<file path="config.mk">
export PLATFORM = sky130hd
export DESIGN_NAME = mem_byte_arbiter
export DESIGN_NICKNAME = d
export VERILOG_FILES = /design/src/rtl/mem_byte_arbiter.sv
export SDC_FILE = /design/constraint.sdc
export NUM_CORES = 1
export LEC_CHECK = 0
export CAP_MARGIN = 20
export CORE_MARGIN = 4
export CORE_UTILIZATION = 57
export CTS_BUF_LIST = sky130_fd_sc_hd__clkbuf_8
export DETAILED_ROUTE_END_ITERATION = 6
export PLACE_DENSITY_LB_ADDON = 0.25
export SLEW_MARGIN = 15
export SYNTH_ARGS = -nofsm -noshare
export SYNTH_HDL_FRONTEND = slang
export SYNTH_SLANG_ARGS = --single-unit
export TNS_END_PERCENT = 50
</file>
<file path="constraint.sdc">
create_clock -name clock -period 4.58 [get_ports clock]
set_input_delay 0.687 -clock clock [delete_from_list [all_inputs] [get_ports clock]]
set_output_delay 0.687 -clock clock [all_outputs]
set_load 0.02 [all_outputs]
</file>
<file path="src/rtl/mem_byte_arbiter.sv">
// Round-robin arbiter that serialises fetch and data accesses onto a byte-wide
// RAM, one little-endian byte per cycle, and reassembles read words.
module mem_byte_arbiter #(
    parameter int AW = 16
) (
    input  logic          clock,
    input  logic          reset,
    input  logic          if_req,
    input  logic [AW-1:0] if_addr,
    output logic          if_done,
    output logic [31:0]   if_rdata,
    input  logic          d_req,
    input  logic          d_we,
    input  logic [1:0]    d_size,
    input  logic [AW-1:0] d_addr,
    input  logic [31:0]   d_wdata,
    output logic          d_done,
    output logic [31:0]   d_rdata,
    output logic          d_err,
    output logic          mem_en,
    output logic          mem_we,
    output logic [AW-1:0] mem_addr,
    output logic [7:0]    mem_wdata,
    input  logic [7:0]    mem_rdata,
    output logic          busy
);

    typedef enum logic [1:0] {
        IDLE = 2'd0,
        XFER = 2'd1,
        WAIT = 2'd2,
        DONE = 2'd3
    } state_t;

    function automatic logic [7:0] byte_of(input logic [31:0] w, input logic [1:0] i);
        case (i)
            2'd0:    byte_of = w[7:0];
            2'd1:    byte_of = w[15:8];
            2'd2:    byte_of = w[23:16];
            default: byte_of = w[31:24];
        endcase
    endfunction

    function automatic logic [31:0] put_byte(input logic [31:0] w, input logic [1:0] i,
                                             input logic [7:0] b);
        logic [31:0] r;
        r = w;
        case (i)
            2'd0:    r[7:0]   = b;
            2'd1:    r[15:8]  = b;
            2'd2:    r[23:16] = b;
            default: r[31:24] = b;
        endcase
        return r;
    endfunction

    state_t        state_r, state_s;
    logic          owner_r, owner_s;        // 1 = data port owns the transfer
    logic          last_r, last_s;          // 1 = data port was granted last
    logic [AW-1:0] base_r, base_s;
    logic          we_r, we_s;
    logic [31:0]   wdata_r, wdata_s;
    logic [2:0]    n_r, n_s;
    logic [1:0]    idx_r, idx_s;
    logic [31:0]   asm_r, asm_s;
    logic [31:0]   if_rdata_r, if_rdata_s;
    logic [31:0]   d_rdata_r, d_rdata_s;
    logic          if_done_r, d_done_r, d_err_r, err_s, busy_r;
    logic          mem_en_r, mem_en_s, mem_we_r, mem_we_s;
    logic [AW-1:0] mem_addr_r, mem_addr_s;
    logic [7:0]    mem_wdata_r, mem_wdata_s;
    logic          grant_data_s;
    logic [2:0]    nm1_s;

    // Next-state, datapath and registered-output computation.
    always_comb begin
        state_s     = state_r;
        owner_s     = owner_r;
        last_s      = last_r;
        base_s      = base_r;
        we_s        = we_r;
        wdata_s     = wdata_r;
        n_s         = n_r;
        idx_s       = idx_r;
        asm_s       = asm_r;
        if_rdata_s  = if_rdata_r;
        d_rdata_s   = d_rdata_r;
        err_s       = 1'b0;
        mem_en_s    = 1'b0;
        mem_we_s    = 1'b0;
        mem_addr_s  = mem_addr_r;
        mem_wdata_s = mem_wdata_r;
        nm1_s       = n_r - 3'd1;
        grant_data_s = d_req && (!if_req || !last_r);
        case (state_r)
            IDLE: begin
                if (if_req || d_req) begin
                    owner_s = grant_data_s;
                    last_s  = grant_data_s;
                    idx_s   = 2'd0;
                    asm_s   = 32'd0;
                    if (grant_data_s) begin
                        base_s  = d_addr;
                        we_s    = d_we;
                        wdata_s = d_wdata;
                        case (d_size)
                            2'd0:    n_s = 3'd1;
                            2'd1:    n_s = 3'd2;
                            default: n_s = 3'd4;
                        endcase
                    end else begin
                        base_s  = if_addr;
                        we_s    = 1'b0;
                        wdata_s = 32'd0;
                        n_s     = 3'd4;
                    end
                    if (grant_data_s && (d_size == 2'd3)) begin
                        state_s = DONE;
                        err_s   = 1'b1;
                    end else begin
                        state_s     = XFER;
                        mem_en_s    = 1'b1;
                        mem_we_s    = we_s;
                        mem_addr_s  = base_s;
                        mem_wdata_s = byte_of(wdata_s, 2'd0);
                    end
                end else begin
                    state_s = IDLE;
                end
            end
            XFER: begin
                // The byte requested last cycle is on mem_rdata now.
                if (!we_r && (idx_r != 2'd0)) begin
                    asm_s = put_byte(asm_r, idx_r - 2'd1, mem_rdata);
                end else begin
                    asm_s = asm_r;
                end
                if ({1'b0, idx_r} == nm1_s) begin
                    state_s = we_r ? DONE : WAIT;
                end else begin
                    idx_s       = idx_r + 2'd1;
                    mem_en_s    = 1'b1;
                    mem_we_s    = we_r;
                    mem_addr_s  = base_r + {{(AW-2){1'b0}}, idx_s};
                    mem_wdata_s = byte_of(wdata_r, idx_s);
                end
            end
            WAIT: begin
                asm_s   = put_byte(asm_r, nm1_s[1:0], mem_rdata);
                state_s = DONE;
                if (owner_r) begin
                    d_rdata_s = asm_s;
                end else begin
                    if_rdata_s = asm_s;
                end
            end
            DONE: begin
                state_s = IDLE;
            end
            default: begin
                state_s = IDLE;
            end
        endcase
    end

    // State, datapath and output registers.
    always_ff @(posedge clock or negedge reset) begin
        if (!reset) begin
            state_r     <= IDLE;
            owner_r     <= 1'b0;
            last_r      <= 1'b1;
            base_r      <= '0;
            we_r        <= 1'b0;
            wdata_r     <= 32'd0;
            n_r         <= 3'd0;
            idx_r       <= 2'd0;
            asm_r       <= 32'd0;
            if_rdata_r  <= 32'd0;
            d_rdata_r   <= 32'd0;
            if_done_r   <= 1'b0;
            d_done_r    <= 1'b0;
            d_err_r     <= 1'b0;
            busy_r      <= 1'b0;
            mem_en_r    <= 1'b0;
            mem_we_r    <= 1'b0;
            mem_addr_r  <= '0;
            mem_wdata_r <= 8'd0;
        end else begin
            state_r     <= state_s;
            owner_r     <= owner_s;
            last_r      <= last_s;
            base_r      <= base_s;
            we_r        <= we_s;
            wdata_r     <= wdata_s;
            n_r         <= n_s;
            idx_r       <= idx_s;
            asm_r       <= asm_s;
            if_rdata_r  <= if_rdata_s;
            d_rdata_r   <= d_rdata_s;
            if_done_r   <= (state_s == DONE) && !owner_s;
            d_done_r    <= (state_s == DONE) && owner_s;
            d_err_r     <= err_s;
            busy_r      <= (state_s != IDLE);
            mem_en_r    <= mem_en_s;
            mem_we_r    <= mem_we_s;
            mem_addr_r  <= mem_addr_s;
            mem_wdata_r <= mem_wdata_s;
        end
    end

    assign if_done   = if_done_r;
    assign if_rdata  = if_rdata_r;
    assign d_done    = d_done_r;
    assign d_rdata   = d_rdata_r;
    assign d_err     = d_err_r;
    assign mem_en    = mem_en_r;
    assign mem_we    = mem_we_r;
    assign mem_addr  = mem_addr_r;
    assign mem_wdata = mem_wdata_r;
    assign busy      = busy_r;

endmodule
</file>
# ---- Word-level counts from Yosys, hierarchy flattened
# Index checks and enable logic that the tools add are counted.
dict set report word_totals {
  latch_bits 0
  memories 0
  reg_bits 184
  word_cells 125
  mem_bits_ro 0
  inputBits 79
  output_inout_bits 94
  ram_bits 0
}
dict set report op_classes {
  addsub 4
  multipliers 0
  bitwise_logic 1
  n_div 0
  n_eq_ne 21
  n_reduce_logical 31
  n_mux 46
  order_cmp 0
  shift 0
}
# op n
set op_table {}
lappend op_table {{32-bit 2-to-1 mux} 3}
lappend op_table {{32-bit one-hot mux with 3 select lines} 1}
lappend op_table {{8-bit 2-to-1 mux} 11}
lappend op_table {{16-bit 2-to-1 mux} 4}
lappend op_table {{16-bit one-hot mux with 2 select lines} 1}
lappend op_table {{8-bit one-hot mux with 3 select lines} 1}
lappend op_table {{4-bit AND reduction} 5}
lappend op_table {{16-bit by 2-bit adder with 16-bit output} 1}
lappend op_table {{8-bit one-hot mux with 2 select lines} 1}
lappend op_table {{2-bit equality test (second input constant)} 7}
lappend op_table {{1-bit 2-to-1 mux} 13}
lappend op_table {{2-bit by 1-bit equality test with 1-bit output (second input constant)} 5}
lappend op_table {{2-bit logical NOT} 5}
lappend op_table {{2-bit 2-to-1 mux} 5}
lappend op_table {{2-bit != test (second input constant)} 5}
lappend op_table {{2-bit one-hot mux with 4 select lines} 1}
lappend op_table {{2-bit by 1-bit != test with 1-bit output (second input constant)} 3}
lappend op_table {{3-bit one-hot mux with 2 select lines} 1}
lappend op_table {{2-bit AND reduction} 3}
lappend op_table {{2-bit nonzero test} 3}
lappend op_table {{3-bit OR reduction} 2}
lappend op_table {{1-bit logical AND} 5}
lappend op_table {{1-bit logical NOT} 4}
lappend op_table {{1-bit one-hot mux with 2 select lines} 2}
lappend op_table {{other kinds (10)} 11}

# ---- Depth between registers and ports, before layout
dict set report depth {
  depth_word 9
  mapped_depth 10
}

# ---- Worst setup path after synthesis
# No wires, ideal clock.
dict set report synth_timing {
  path_kind {register to register}
  from {register idx_r[0]}
  to {register mem_addr_r[13] (netlist: mem_addr[13])}
  setup_time_ns 0.124
  synth_period_minus_slack_ns 2.289
  slack_ns 2.291
  path_buffers 0
  required_time_ns 4.456
  t_arrival_ns 2.165
  stages_incl_launch_ff 9
  path_cell_list {dfrtp_1 -> inv_1 -> ha_1 -> ha_1 -> a21oi_1 -> nor3_4 -> a31oi_1 -> a2111oi_2 -> a211o_1}
}
dict set report synth_between {
  elab_chain_len 4
  word_cells_on_any_way 7
}
# item line
set synth_rtl {}
lappend synth_rtl {{start, declared} 64} ;# logic [1:0] idx_r, idx_s;
lappend synth_rtl {{start signal, assigned} 196} ;# idx_r <= idx_s;
lappend synth_rtl {{2-bit by 1-bit adder with 2-bit output} 141} ;# idx_s = idx_r + 2'd1;
lappend synth_rtl {{16-bit by 2-bit adder with 16-bit output} 144} ;# mem_addr_s = base_r + {{(AW-2){1'b0}}, idx_s};
lappend synth_rtl {{16-bit 2-to-1 mux} 138} ;# if ({1'b0, idx_r} == nm1_s) begin
lappend synth_rtl {{16-bit one-hot mux with 2 select lines} 95} ;# case (state_r)
lappend synth_rtl {{end signal, assigned} 206} ;# mem_addr_r <= mem_addr_s;
lappend synth_rtl {{end, declared} 70} ;# logic [AW-1:0] mem_addr_r, mem_addr_s;
# Parallel ways exist; a longest one is shown, timed or not. The select of a mux whose other input is x is not followed.
# A chain may end at the register's enable or synchronous reset.

# ---- Worst setup path in the final report
dict set report layout_timing {
  from {register n_r[0]}
  to {register mem_addr_r[13] (netlist: mem_addr[13])}
}
dict set report layout_between {
  elab_chain_len 4
}
# item line
set layout_rtl {}
lappend layout_rtl {{start, declared} 63} ;# logic [2:0] n_r, n_s;
lappend layout_rtl {{start signal, assigned} 195} ;# n_r <= n_s;
lappend layout_rtl {{3-bit by 1-bit subtractor with 3-bit output} 93} ;# nm1_s = n_r - 3'd1;
lappend layout_rtl {{2-bit by 3-bit equality test with 1-bit output} 138}
lappend layout_rtl {{2-bit != test (no source line)} n/a}
lappend layout_rtl {{4-bit AND reduction (no source line)} n/a}
# No other way between the ends.

==> impl_metrics.toml <==
[run_status]
outcome = "finished clean"

[sta]
fin_setup_tns_ns = 0
finalClockSkew_ns = 0.0143
tightest_slew_ns = 1.06
setup_viol = 0
timing.fmax_mhz = 359
period_needed_ns = 2.79
slew_headroom = 0.294
maxSlewViolCount = 0
fin_crit_sh = 0.608
rsz0062_at_grt = "no"
hold_viol = 0

[die]
core-area_um2 = 14500
start_util = 0.578
die_area_um2 = 16700
dieHeight_um = 129
placementRows = 44
die_w_um = 129
ios = 173

[hold_path]
hp-class = "input pin to async pin"

[worst_setup_path]
slowest_stage = "ha_1"
startpoint_type = "flip-flop"
path_class = "flip-flop to flip-flop"
path_cells = "inv_1, ha_1, xor2_1, nor4_1, a311o_2, buf_4, a211o_1"
worst-path-max-fanout = 30
arrival_ns = 3.14
critPathBufInv = 2
cp_slowest_stage_delay_ns = 0.57
worst_path_dominant_cell_family = "compound AO/OA/AOI/OAI gates"
end_kind = "flip-flop"
required_ns = 4.94
reg2reg_slack_ns = 1.79

[cts]
h-tree-depth = 4
holdBufCountCts = 0
clock_sinks = 184
clock_latency_ns = 0.47
cts-resized-gates = 0
post-cts-setup-buffer-count = 0
cts_root_buf = "clkbuf_8"
numCtsBuffers = 17
cts.clk_slew.worst_paths_ns = 0.09
clk_path_buf_depth = 2
cts_tree = "yes"

[routing]
ant_nets = 0
dr.first_iter.drc_count = 499
first_pass_iters = 5
routed_wl_um = 20200
vias = 6613
drc = 0
wl_per_cell_um = 17.4
routed_via_density = 5.70

[place]
dp_cells = 1129
hpwlAfterDp_um = 14000
io_buffers = 172
place_area_um2 = 10200
place_congestion = 0.842

[global_route]
grt_start_max_net_pins = 105
grt_usage = 0.249
antenna_found_initial = 0
grt_overflow = 0
grt_pass1_vias = 6456
grt_pass1_wl_um = 32600

[layout]
seq_area_um2 = 4610
final_cell_mix = "183 x dfrtp_1, 171 x clkdlybuf4s50_1, 116 x o21ai_0"
diodes = 0
drive_above_1_share = 0.0594
nets = 1062
final_util = 0.733
fin_area_um2 = 10600
area_delta_synth_final_pct = 26.7
multiInputGateArea_um2 = 3450
fillers = 1061
final_cell_count_no_fill = 1160
final_common_cell = "dfrtp_1"

[logic_synthesis]
postSynth.asyncResetShare = 1.00
synth-edff-count = 0
syn-cell-area_um2 = 8370
synth-main-ff-cell = "dfrtp_1"
ys_ff_latch = 184
seq_area_frac_synth = 0.550
syn_inst = 823
yosysUniqueCellTypes = 50
syn-num-nets = 920
avgSynthCellArea_um2 = 10.2
synth_warnings = 0

[power]
combPwrFrac = 0.496
power.leakage_nw = 4.58
powerDensity_nw_per_um2 = 743
max-vdd-ir-drop_uv = 367
clockPowerShare = 0.149
internal_power_mw = 4.60
total_power_mw = 7.88
swShare = 0.416
power.switching_mw = 3.28
pwr-share-seq = 0.355

[run]
drv_cap = 0
[metal layers]
metal	part of all wire	GRT usage	wire length, um	vias to the layer above
met5	0	0	0	-
met4	0.019	0.0908	381	0
met3	0.059	0.0536	1200	27
met2	0.49	0.410	9970	215
met1	0.43	0.327	8670	3205
li1	-	-	-	3166
[registers in the layout, summed over array words and instances, names as in the netlist, 2 cells and up]
signal	flops
base_r	16
idx_r	2
state_r	2
asm_r	32
d_rdata	32
if_rdata	32
mem_addr	16
n_r	3
wdata_r	32
mem_wdata	8
[power groups by stage]
stage | clock, mW | sequential, mW | combinational (mW)
floorplan | 0 | 3.14 | 2.16
global placement | 0 | 2.80 | 3.79
detailed placement | 0 | 2.82 | 3.90
CTS | 1.19 | 2.79 | 3.92
global route | 1.26 | 2.88 | 4.29
finish | 1.18 | 2.80 | 3.91
[path summary, 6_finish.rpt]
check	cells after the start	end	start
worst max register to register	7	mem_addr[13]$_DFFE_PN0P_	n_r[0]$_DFFE_PN0P_
max in group asynchronous	2	if_rdata[13]$_DFFE_PN0P_	reset
worst min register to register	2	if_rdata[18]$_DFFE_PN0P_	if_rdata[18]$_DFFE_PN0P_
worst max-delay path	7	mem_addr[13]$_DFFE_PN0P_	n_r[0]$_DFFE_PN0P_
min in group clock	2	if_rdata[18]$_DFFE_PN0P_	if_rdata[18]$_DFFE_PN0P_
worst min-delay path	1	if_rdata[24]$_DFFE_PN0P_	reset
[Yosys cell counts (2+ instances only)]
| library cell | count | area [um^2] |
|---|---|---|
| o21a_1 | 5 | 37.5 |
| a21oi_1 | 50 | 250 |
| nand3_1 | 21 | 105 |
| a22o_1 | 49 | 429 |
| buf_6 | 2 | 22.5 |
| xor2_1 | 4 | 35.0 |
| or3_1 | 2 | 12.5 |
| dfrtp_1 | 183 | 4580 |
| nor4_1 | 3 | 18.8 |
| a22oi_1 | 2 | 15.0 |
| buf_1 | 8 | 30.0 |
| a222oi_1 | 8 | 80.1 |
| mux2i_1 | 49 | 490 |
| buf_2 | 12 | 60.1 |
| nor2_1 | 59 | 221 |
| o21ai_1 | 4 | 20.0 |
| mux2_2 | 7 | 78.8 |
| a32o_1 | 3 | 30.0 |
| o21ai_0 | 116 | 581 |
| clkbuf_1 | 34 | 128 |
| and3_1 | 3 | 18.8 |
| nand2_1 | 112 | 420 |
| ha_1 | 17 | 213 |
| and2_1 | 3 | 18.8 |
| xnor2_1 | 12 | 105 |
| nor3_1 | 5 | 25.0 |
| inv_1 | 26 | 97.6 |
| o31ai_1 | 2 | 15.0 |
[through the flow]
step	setup WS, ns	hold slack (ns)
final	1.79	0.332
after global routing	1.64	0.391
after CTS	1.53	0.345
after detailed placement	1.40	0.469
after global placement	1.50	0.461
after floorplan	2.29	0.391
[kinds of logic (layout without fill, tap and decap cells)]
logic type	count (synthesis)	after routing	share of synthesized area
compound gates	249	249	0.186
simple gates	217	217	0.110
flops	184	184	0.550
buf+inv	83	236	0.0413
mux	56	56	0.0680
fa+ha+maj	18	18	0.0278
xor+xnor	16	16	0.0167
[cell type report]
class / instances / share of cell area
multi-input combinational: 556 / 0.325
tap: 184 / 0.0217
inverter: 26 / 0.00920
sequential: 184 / 0.434
clock buffer: 20 / 0.0259
clock inverter: 10 / 0.0145
timing repair buffer: 180 / 0.169
Note: power is estimated with default switching activity, not from simulation.
